[config.mk]
export PLATFORM = sky130hd
export DESIGN_NAME = id_ex_stage_flat
export DESIGN_NICKNAME = d
export VERILOG_FILES = /design/src/rtl/pipeline_pkg.sv /design/src/rtl/id_ex_stage_if.sv /design/src/rtl/id_ex_stage_hazard_detect.sv /design/src/rtl/id_ex_stage.sv /design/src/flat_wrapper.sv
export SDC_FILE = /design/constraint.sdc
export NUM_CORES = 1
export LEC_CHECK = 0
export ABC_CLOCK_PERIOD_IN_PS = 3800
export CAP_MARGIN = 0
export CORE_AREA = 2 2 139 141
export CTS_CLUSTER_SIZE = 20
export DETAILED_ROUTE_END_ITERATION = 10
export DIE_AREA = 0 0 141 143
export PLACE_DENSITY = 0.77
export REMOVE_ABC_BUFFERS = 1
export SETUP_SLACK_MARGIN = 0.5
export SLEW_MARGIN = 20
export SYNTH_ARGS = -nofsm -noshare
export SYNTH_HDL_FRONTEND = slang
export SYNTH_SLANG_ARGS = --single-unit
[constraint.sdc]
create_clock -name clk -period 3.8 [get_ports clk]
set_clock_uncertainty 0.15 [all_clocks]
set_input_delay 0.38 -clock clk [delete_from_list [all_inputs] [get_ports clk]]
set_output_delay 0.38 -clock clk [all_outputs]
set_load 0.005 [all_outputs]
[src/rtl/pipeline_pkg.sv]
// Types and constants shared by the decode controller and the ID/EX pipeline register.
package pipeline_pkg;

   localparam int DATA_W_DEF = 32;

   typedef struct packed {
      logic       alu_src;
      logic       mem_to_reg;
      logic       reg_write;
      logic       mem_read;
      logic       mem_write;
      logic [1:0] alu_op;
      logic       branch;
      logic       jalr_sel;
   } ctrl_t;

   typedef enum logic [6:0] {
      R_TYPE = 7'b0110011,
      I_TYPE = 7'b0010011,
      LW     = 7'b0000011,
      SW     = 7'b0100011,
      BR     = 7'b1100011,
      JAL    = 7'b1101111
   } opcode_e;

   // Event counters stick at all-ones instead of wrapping.
   function automatic logic [15:0] sat_inc(input logic [15:0] cnt, input logic en);
      return (en && cnt != 16'hFFFF) ? cnt + 16'd1 : cnt;
   endfunction

endpackage

[src/rtl/id_ex_stage_if.sv]
// ID-side inputs and EX-side outputs of the ID/EX pipeline register, plus hazard status.
interface id_ex_stage_if
   import pipeline_pkg::*;
#(
   parameter int DATA_W = DATA_W_DEF
) ();

   logic              id_valid;
   ctrl_t             id_ctrl;
   logic [DATA_W-1:0] id_pc, id_rd1, id_rd2, id_imm;
   logic [4:0]        id_rs1, id_rs2, id_rd;
   logic [2:0]        id_funct3;
   logic [6:0]        id_funct7;
   logic              flush;

   logic              ex_valid;
   ctrl_t             ex_ctrl;
   logic [DATA_W-1:0] ex_pc, ex_rd1, ex_rd2, ex_imm;
   logic [4:0]        ex_rs1, ex_rs2, ex_rd;
   logic [2:0]        ex_funct3;
   logic [6:0]        ex_funct7;
   logic              stall;
   logic [15:0]       stall_cnt, flush_cnt;

   modport slave (
      input  id_valid, id_ctrl, id_pc, id_rd1, id_rd2, id_imm,
             id_rs1, id_rs2, id_rd, id_funct3, id_funct7, flush,
      output ex_valid, ex_ctrl, ex_pc, ex_rd1, ex_rd2, ex_imm,
             ex_rs1, ex_rs2, ex_rd, ex_funct3, ex_funct7,
             stall, stall_cnt, flush_cnt
   );

   modport master (
      output id_valid, id_ctrl, id_pc, id_rd1, id_rd2, id_imm,
             id_rs1, id_rs2, id_rd, id_funct3, id_funct7, flush,
      input  ex_valid, ex_ctrl, ex_pc, ex_rd1, ex_rd2, ex_imm,
             ex_rs1, ex_rs2, ex_rd, ex_funct3, ex_funct7,
             stall, stall_cnt, flush_cnt
   );

endinterface

[src/rtl/id_ex_stage_hazard_detect.sv]
// Load-use hazard detection between the load in EX and the instruction in ID.
module hazard_detect (
   input  logic       ex_valid,
   input  logic       ex_mem_read,
   input  logic [4:0] ex_rd,
   input  logic       id_valid,
   input  logic [4:0] id_rs1,
   input  logic [4:0] id_rs2,
   output logic       load_use
);

   // Both sources are compared even for formats that ignore rs2; the extra bubble is harmless.
   assign load_use = ex_valid & ex_mem_read & (ex_rd != 5'd0) & id_valid &
                     ((ex_rd == id_rs1) | (ex_rd == id_rs2));

endmodule

[src/rtl/id_ex_stage.sv]
// ID/EX pipeline register with load-use stall, flush bubbles and saturating event counters.
module id_ex_stage
   import pipeline_pkg::*;
#(
   parameter int DATA_W = DATA_W_DEF
) (
   input logic           clk,
   input logic           rst_n,
   id_ex_stage_if.slave  bus
);

   logic              load_use;
   logic              nxt_valid;
   ctrl_t             nxt_ctrl;
   logic [DATA_W-1:0] nxt_pc, nxt_rd1, nxt_rd2, nxt_imm;
   logic [4:0]        nxt_rs1, nxt_rs2, nxt_rd;
   logic [2:0]        nxt_funct3;
   logic [6:0]        nxt_funct7;

   hazard_detect u_hazard (
      .ex_valid    (bus.ex_valid),
      .ex_mem_read (bus.ex_ctrl.mem_read),
      .ex_rd       (bus.ex_rd),
      .id_valid    (bus.id_valid),
      .id_rs1      (bus.id_rs1),
      .id_rs2      (bus.id_rs2),
      .load_use    (load_use)
   );

   // A flush already discards the ID instruction, so it must not also freeze fetch.
   assign bus.stall = load_use & ~bus.flush;

   always_comb begin
      // NOTE: every output gets a default (the bubble) first so no path leaves a latch.
      nxt_valid  = 1'b0;
      nxt_ctrl   = '0;
      nxt_pc     = '0;
      nxt_rd1    = '0;
      nxt_rd2    = '0;
      nxt_imm    = '0;
      nxt_rs1    = '0;
      nxt_rs2    = '0;
      nxt_rd     = '0;
      nxt_funct3 = '0;
      nxt_funct7 = '0;
      if (!(bus.flush || load_use)) begin
         nxt_valid  = bus.id_valid;
         nxt_ctrl   = bus.id_valid ? bus.id_ctrl : '0;
         nxt_pc     = bus.id_pc;
         nxt_rd1    = bus.id_rd1;
         nxt_rd2    = bus.id_rd2;
         nxt_imm    = bus.id_imm;
         nxt_rs1    = bus.id_rs1;
         nxt_rs2    = bus.id_rs2;
         nxt_rd     = bus.id_rd;
         nxt_funct3 = bus.id_funct3;
         nxt_funct7 = bus.id_funct7;
      end
   end

   // NOTE: every stage register is cleared asynchronously so nothing in flight survives reset.
   always_ff @(posedge clk or negedge rst_n) begin
      if (!rst_n) begin
         bus.ex_valid  <= 1'b0;
         bus.ex_ctrl   <= '0;
         bus.ex_pc     <= '0;
         bus.ex_rd1    <= '0;
         bus.ex_rd2    <= '0;
         bus.ex_imm    <= '0;
         bus.ex_rs1    <= '0;
         bus.ex_rs2    <= '0;
         bus.ex_rd     <= '0;
         bus.ex_funct3 <= '0;
         bus.ex_funct7 <= '0;
         bus.stall_cnt <= '0;
         bus.flush_cnt <= '0;
      end else begin
         // NOTE: non-blocking so every register samples the pre-edge values of its peers.
         bus.ex_valid  <= nxt_valid;
         bus.ex_ctrl   <= nxt_ctrl;
         bus.ex_pc     <= nxt_pc;
         bus.ex_rd1    <= nxt_rd1;
         bus.ex_rd2    <= nxt_rd2;
         bus.ex_imm    <= nxt_imm;
         bus.ex_rs1    <= nxt_rs1;
         bus.ex_rs2    <= nxt_rs2;
         bus.ex_rd     <= nxt_rd;
         bus.ex_funct3 <= nxt_funct3;
         bus.ex_funct7 <= nxt_funct7;
         bus.stall_cnt <= sat_inc(bus.stall_cnt, bus.stall);
         bus.flush_cnt <= sat_inc(bus.flush_cnt, bus.flush);
      end
   end

endmodule

[src/flat_wrapper.sv]
// flat-port wrapper written by rule: the top's interface ports become plain ports
module id_ex_stage_flat import pipeline_pkg::*;
#(
   parameter int DATA_W = DATA_W_DEF
)
  (clk, rst_n, bus_id_valid, bus_id_ctrl, bus_id_pc, bus_id_rd1, bus_id_rd2, bus_id_imm, bus_id_rs1, bus_id_rs2, bus_id_rd, bus_id_funct3, bus_id_funct7, bus_flush, bus_ex_valid, bus_ex_ctrl, bus_ex_pc, bus_ex_rd1, bus_ex_rd2, bus_ex_imm, bus_ex_rs1, bus_ex_rs2, bus_ex_rd, bus_ex_funct3, bus_ex_funct7, bus_stall, bus_stall_cnt, bus_flush_cnt);
  id_ex_stage_if #(.DATA_W(DATA_W)) bus_i ();
  input logic clk;
  input logic rst_n;
  input wire logic [$bits(bus_i.id_valid)-1:0] bus_id_valid;
  input wire logic [$bits(bus_i.id_ctrl)-1:0] bus_id_ctrl;
  input wire logic [$bits(bus_i.id_pc)-1:0] bus_id_pc;
  input wire logic [$bits(bus_i.id_rd1)-1:0] bus_id_rd1;
  input wire logic [$bits(bus_i.id_rd2)-1:0] bus_id_rd2;
  input wire logic [$bits(bus_i.id_imm)-1:0] bus_id_imm;
  input wire logic [$bits(bus_i.id_rs1)-1:0] bus_id_rs1;
  input wire logic [$bits(bus_i.id_rs2)-1:0] bus_id_rs2;
  input wire logic [$bits(bus_i.id_rd)-1:0] bus_id_rd;
  input wire logic [$bits(bus_i.id_funct3)-1:0] bus_id_funct3;
  input wire logic [$bits(bus_i.id_funct7)-1:0] bus_id_funct7;
  input wire logic [$bits(bus_i.flush)-1:0] bus_flush;
  output wire logic [$bits(bus_i.ex_valid)-1:0] bus_ex_valid;
  output wire logic [$bits(bus_i.ex_ctrl)-1:0] bus_ex_ctrl;
  output wire logic [$bits(bus_i.ex_pc)-1:0] bus_ex_pc;
  output wire logic [$bits(bus_i.ex_rd1)-1:0] bus_ex_rd1;
  output wire logic [$bits(bus_i.ex_rd2)-1:0] bus_ex_rd2;
  output wire logic [$bits(bus_i.ex_imm)-1:0] bus_ex_imm;
  output wire logic [$bits(bus_i.ex_rs1)-1:0] bus_ex_rs1;
  output wire logic [$bits(bus_i.ex_rs2)-1:0] bus_ex_rs2;
  output wire logic [$bits(bus_i.ex_rd)-1:0] bus_ex_rd;
  output wire logic [$bits(bus_i.ex_funct3)-1:0] bus_ex_funct3;
  output wire logic [$bits(bus_i.ex_funct7)-1:0] bus_ex_funct7;
  output wire logic [$bits(bus_i.stall)-1:0] bus_stall;
  output wire logic [$bits(bus_i.stall_cnt)-1:0] bus_stall_cnt;
  output wire logic [$bits(bus_i.flush_cnt)-1:0] bus_flush_cnt;
  assign bus_i.id_valid = bus_id_valid;
  assign bus_i.id_ctrl = bus_id_ctrl;
  assign bus_i.id_pc = bus_id_pc;
  assign bus_i.id_rd1 = bus_id_rd1;
  assign bus_i.id_rd2 = bus_id_rd2;
  assign bus_i.id_imm = bus_id_imm;
  assign bus_i.id_rs1 = bus_id_rs1;
  assign bus_i.id_rs2 = bus_id_rs2;
  assign bus_i.id_rd = bus_id_rd;
  assign bus_i.id_funct3 = bus_id_funct3;
  assign bus_i.id_funct7 = bus_id_funct7;
  assign bus_i.flush = bus_flush;
  assign bus_ex_valid = bus_i.ex_valid;
  assign bus_ex_ctrl = bus_i.ex_ctrl;
  assign bus_ex_pc = bus_i.ex_pc;
  assign bus_ex_rd1 = bus_i.ex_rd1;
  assign bus_ex_rd2 = bus_i.ex_rd2;
  assign bus_ex_imm = bus_i.ex_imm;
  assign bus_ex_rs1 = bus_i.ex_rs1;
  assign bus_ex_rs2 = bus_i.ex_rs2;
  assign bus_ex_rd = bus_i.ex_rd;
  assign bus_ex_funct3 = bus_i.ex_funct3;
  assign bus_ex_funct7 = bus_i.ex_funct7;
  assign bus_stall = bus_i.stall;
  assign bus_stall_cnt = bus_i.stall_cnt;
  assign bus_flush_cnt = bus_i.flush_cnt;
  id_ex_stage #(.DATA_W(DATA_W)) u_core (.clk(clk), .rst_n(rst_n), .bus(bus_i));
endmodule
==> metrics.yaml <==
worst_setup_path:
  r2r_cells: 8
  critPathKind: "reg2out"
  r2r_end: "u_core.bus.ex_pc[11]$_DFF_PN0_"
  slowest_delay_ns: 0.49
  critPathCaptureType: "primary output"
  rr_startpoint: "u_core.bus.ex_rd[4]$_DFF_PN0_"
  cp_cell_sequence: "nor3_1 -> a21oi_1 -> nor2b_1 -> buf_4 -> and2_1 -> clkdlybuf4s50_1"
  r2r_slack_ns: 1.34
  crit_arrival_ns: 2.33
  worst-path-buf-inv: 2
  cp_max_fo: 16
  crit_slowest_cell: "clkdlybuf4s50_1"
  cp.required_ns: 3.27
  cp-start-kind: "flop"
  critical_path_cell_count: 6
  critical_path.top_delay_family: "buffers and inverters"
global_routing:
  grt_pass1_wl_um: 28900
  grt_start_max_net_pins: 89
  grt-ovfl-total: 0
  grt_pass1_vias: 5384
  antenna_found_initial: 0
  grt_use_total_pct: 18.9
sta:
  setup_violations: 0
  worst_pin_slew_ns: 0.680
  timing.fmax_mhz: 349
  rsz0062_at_grt: "false"
  finalHoldViolCount: 0
  layout_min_cycle_time_ns: 2.86
  setup_ws_ns: 0.937
  drv_slew: 0
  finalCritPeriodShare_pct: 75.3
  slew_headroom_pct: 54.6
  fin_setup_tns_ns: 0
clocking:
  clock_latency_ns: 0.42
  ctsHoldBuffers: 1
  post_cts.resized_instances: 0
  htree_levels: 4
  cts_tree: "yes"
  path_clk_slew_ns: 0.07
  clk_path_buf_depth: 2
  clock-sinks: 195
  post-cts-setup-buffers: 0
  cts_made_buffers: 17
  cts_root_buf: "clkbuf_16"
power:
  ir_drop_uv: 282
  p_comb_share_pct: 14.9
  p_sw_share_pct: 24.0
  leakage_nw: 4.97
  switching_power_mw: 1.14
  power_density_nw_per_um2: 413
  p_seq_share_pct: 48.4
  pwr-share-clk_pct: 36.7
  p_int_mw: 3.60
logic_synthesis:
  synth_ff_type: "dfrtp_1"
  synth.distinct_cells: 33
  synth_enable_flop_cells: 0
  netlist_area_um2: 6980
  yosysSeqAreaShare_pct: 69.9
  yosysWarningCount: 0
  avgSynthCellArea_um2: 13.3
  synth_top_area_share_pct: 69.9
  syn_inst: 524
  async_flop_share_pct: 100
  synth_area_leaders: "dfrtp_1 70%, and2_1 15%, xnor2_1 3.8%"
  synth_area_leader_cell: "dfrtp_1"
  ys_ff_latch: 195
floorplanning:
  die_area_um2: 20200
  num_rows: 50
  coreArea_um2: 18600
  die_x_um: 141
  initial_core_util_pct: 37.6
  io_pins: 362
  fp.dieH_um: 143
flow_run:
  drv_cap: 0
detailed_routing:
  dr.first_iter.drc_count: 191
  totalWireLength_um: 18700
  vias: 5149
  dr.pass1.iters: 4
  post-route-drc-count: 0
  ant_nets: 0
  via_per_inst: 4.53
  routedWlPerCell_um: 16.5
hold_path:
  min_path_type: "in2reg"
  hold_path_end: "u_core.bus.ex_imm[12]$_DFF_PN0_"
  hold_depth: 2
  hold_start: "bus_id_imm[12]"
final_layout:
  utilization_pct: 61.7
  final_cell_mix: "360 x clkdlybuf4s50_1, 195 x dfrtp_1, 162 x and2_1"
  drive_gt1_share_pct: 5.76
  nets: 1059
  final_area_um2: 11500
  final_common_cell: "clkdlybuf4s50_1"
  diodes: 0
  synthToLayoutAreaGrowth_pct: 64.2
placed_design:
  place_ws_ns: 0.952
  dpl_cell_area_um2: 10900
  port_buffers: 361
  gp_congestion: 0.815
  hpwl_um: 14000
status:
  outcome: "completed"
## synth_stat cells, types with 2 or more instances
master,count
a21oi_1,6
and2_1,162
and3_1,9
and4_1,3
buf_2,4
buf_4,2
clkbuf_1,10
clkbuf_2,7
dfrtp_1,195
ha_1,2
inv_1,3
mux2_2,5
nand2_1,14
nand2b_1,3
nand3_1,19
nand3_2,2
nand4_1,16
nor2_1,8
nor3_1,8
o21a_1,3
xnor2_1,30
xor2_1,2
## power groups by stage
stage	Clock, mW	Sequential, mW	Combinational, mW
global placement	0	2.32	0.710
CTS	1.79	2.29	0.724
finish	1.74	2.29	0.708
floorplan	0	2.33	0.164
detailed placement	0	2.33	0.718
global route	1.88	2.31	0.773
## layer usage
| layer | vias to the layer above | part of all wire (%) | GRT usage, % |
|---|---|---|---|
| met5 | - | 0 | 0 |
| met4 | 0 | 2.6 | 7.47 |
| met3 | 32 | 9.8 | 7.98 |
| met2 | 238 | 51 | 32.5 |
| met1 | 2458 | 37 | 20.7 |
| li1 | 2421 | - | - |
## metrics by stage
stage               power [mW]  cells  hold WS (ns)
detailed placement        3.05   1105         0.321
CTS                       4.81   1137         0.331
global route              4.96   1137         0.340
floorplan                 2.50    501       -0.0656
global placement          3.03   1105         0.317
finish                    4.74   1137         0.355
## kinds of logic after synthesis
group | after synthesis | share of synthesized area, %
simple gates | 252 | 21.9
flops | 195 | 69.9
xor+xnor | 32 | 4.01
buf+inv | 26 | 1.70
compound gates | 12 | 1.34
mux | 5 | 0.806
fa+ha+maj | 2 | 0.358
## worst max-delay path by stage
stage	start	endpoint	slack [ns]
final	u_core.bus.ex_rd[2]$_DFF_PN0_	bus_stall	0.94
after global routing	u_core.bus.ex_rd[0]$_DFF_PN0_	bus_stall	0.79
after CTS	u_core.bus.ex_rd[2]$_DFF_PN0_	bus_stall	0.91
after detailed placement	bus_id_rs2[4]	u_core.bus.ex_funct7[3]$_DFF_PN0_	0.95
after global placement	bus_id_rs2[4]	u_core.bus.ex_rd1[22]$_DFF_PN0_	0.99
after floorplan	u_core.bus.ex_rd[0]$_DFF_PN0_	u_core.bus.ex_ctrl[7]$_DFF_PN0_	1.21
## final cells by class
cell class                 count  area [um2]
timing repair buffer         371        3730
tap                          234         293
multi-input combinational    303        1980
clock buffer                  18         439
fill                        1462        7110
clock inverter                13         126
inverter                       3        11.3
sequential                   195        4880
## sequential cells by signal, indices dropped and copies added, names as in the netlist, 5 cells and up
register / cells
u_core.bus.ex_funct7: 7
u_core.bus.ex_ctrl: 9
u_core.bus.stall_cnt: 16
u_core.bus.ex_pc: 32
u_core.bus.ex_rd1: 32
u_core.bus.ex_rd: 5
u_core.bus.flush_cnt: 16
u_core.bus.ex_rd2: 32
u_core.bus.ex_rs1: 5
u_core.bus.ex_rs2: 5
u_core.bus.ex_imm: 32
Note: power is estimated with default switching activity, not from simulation.
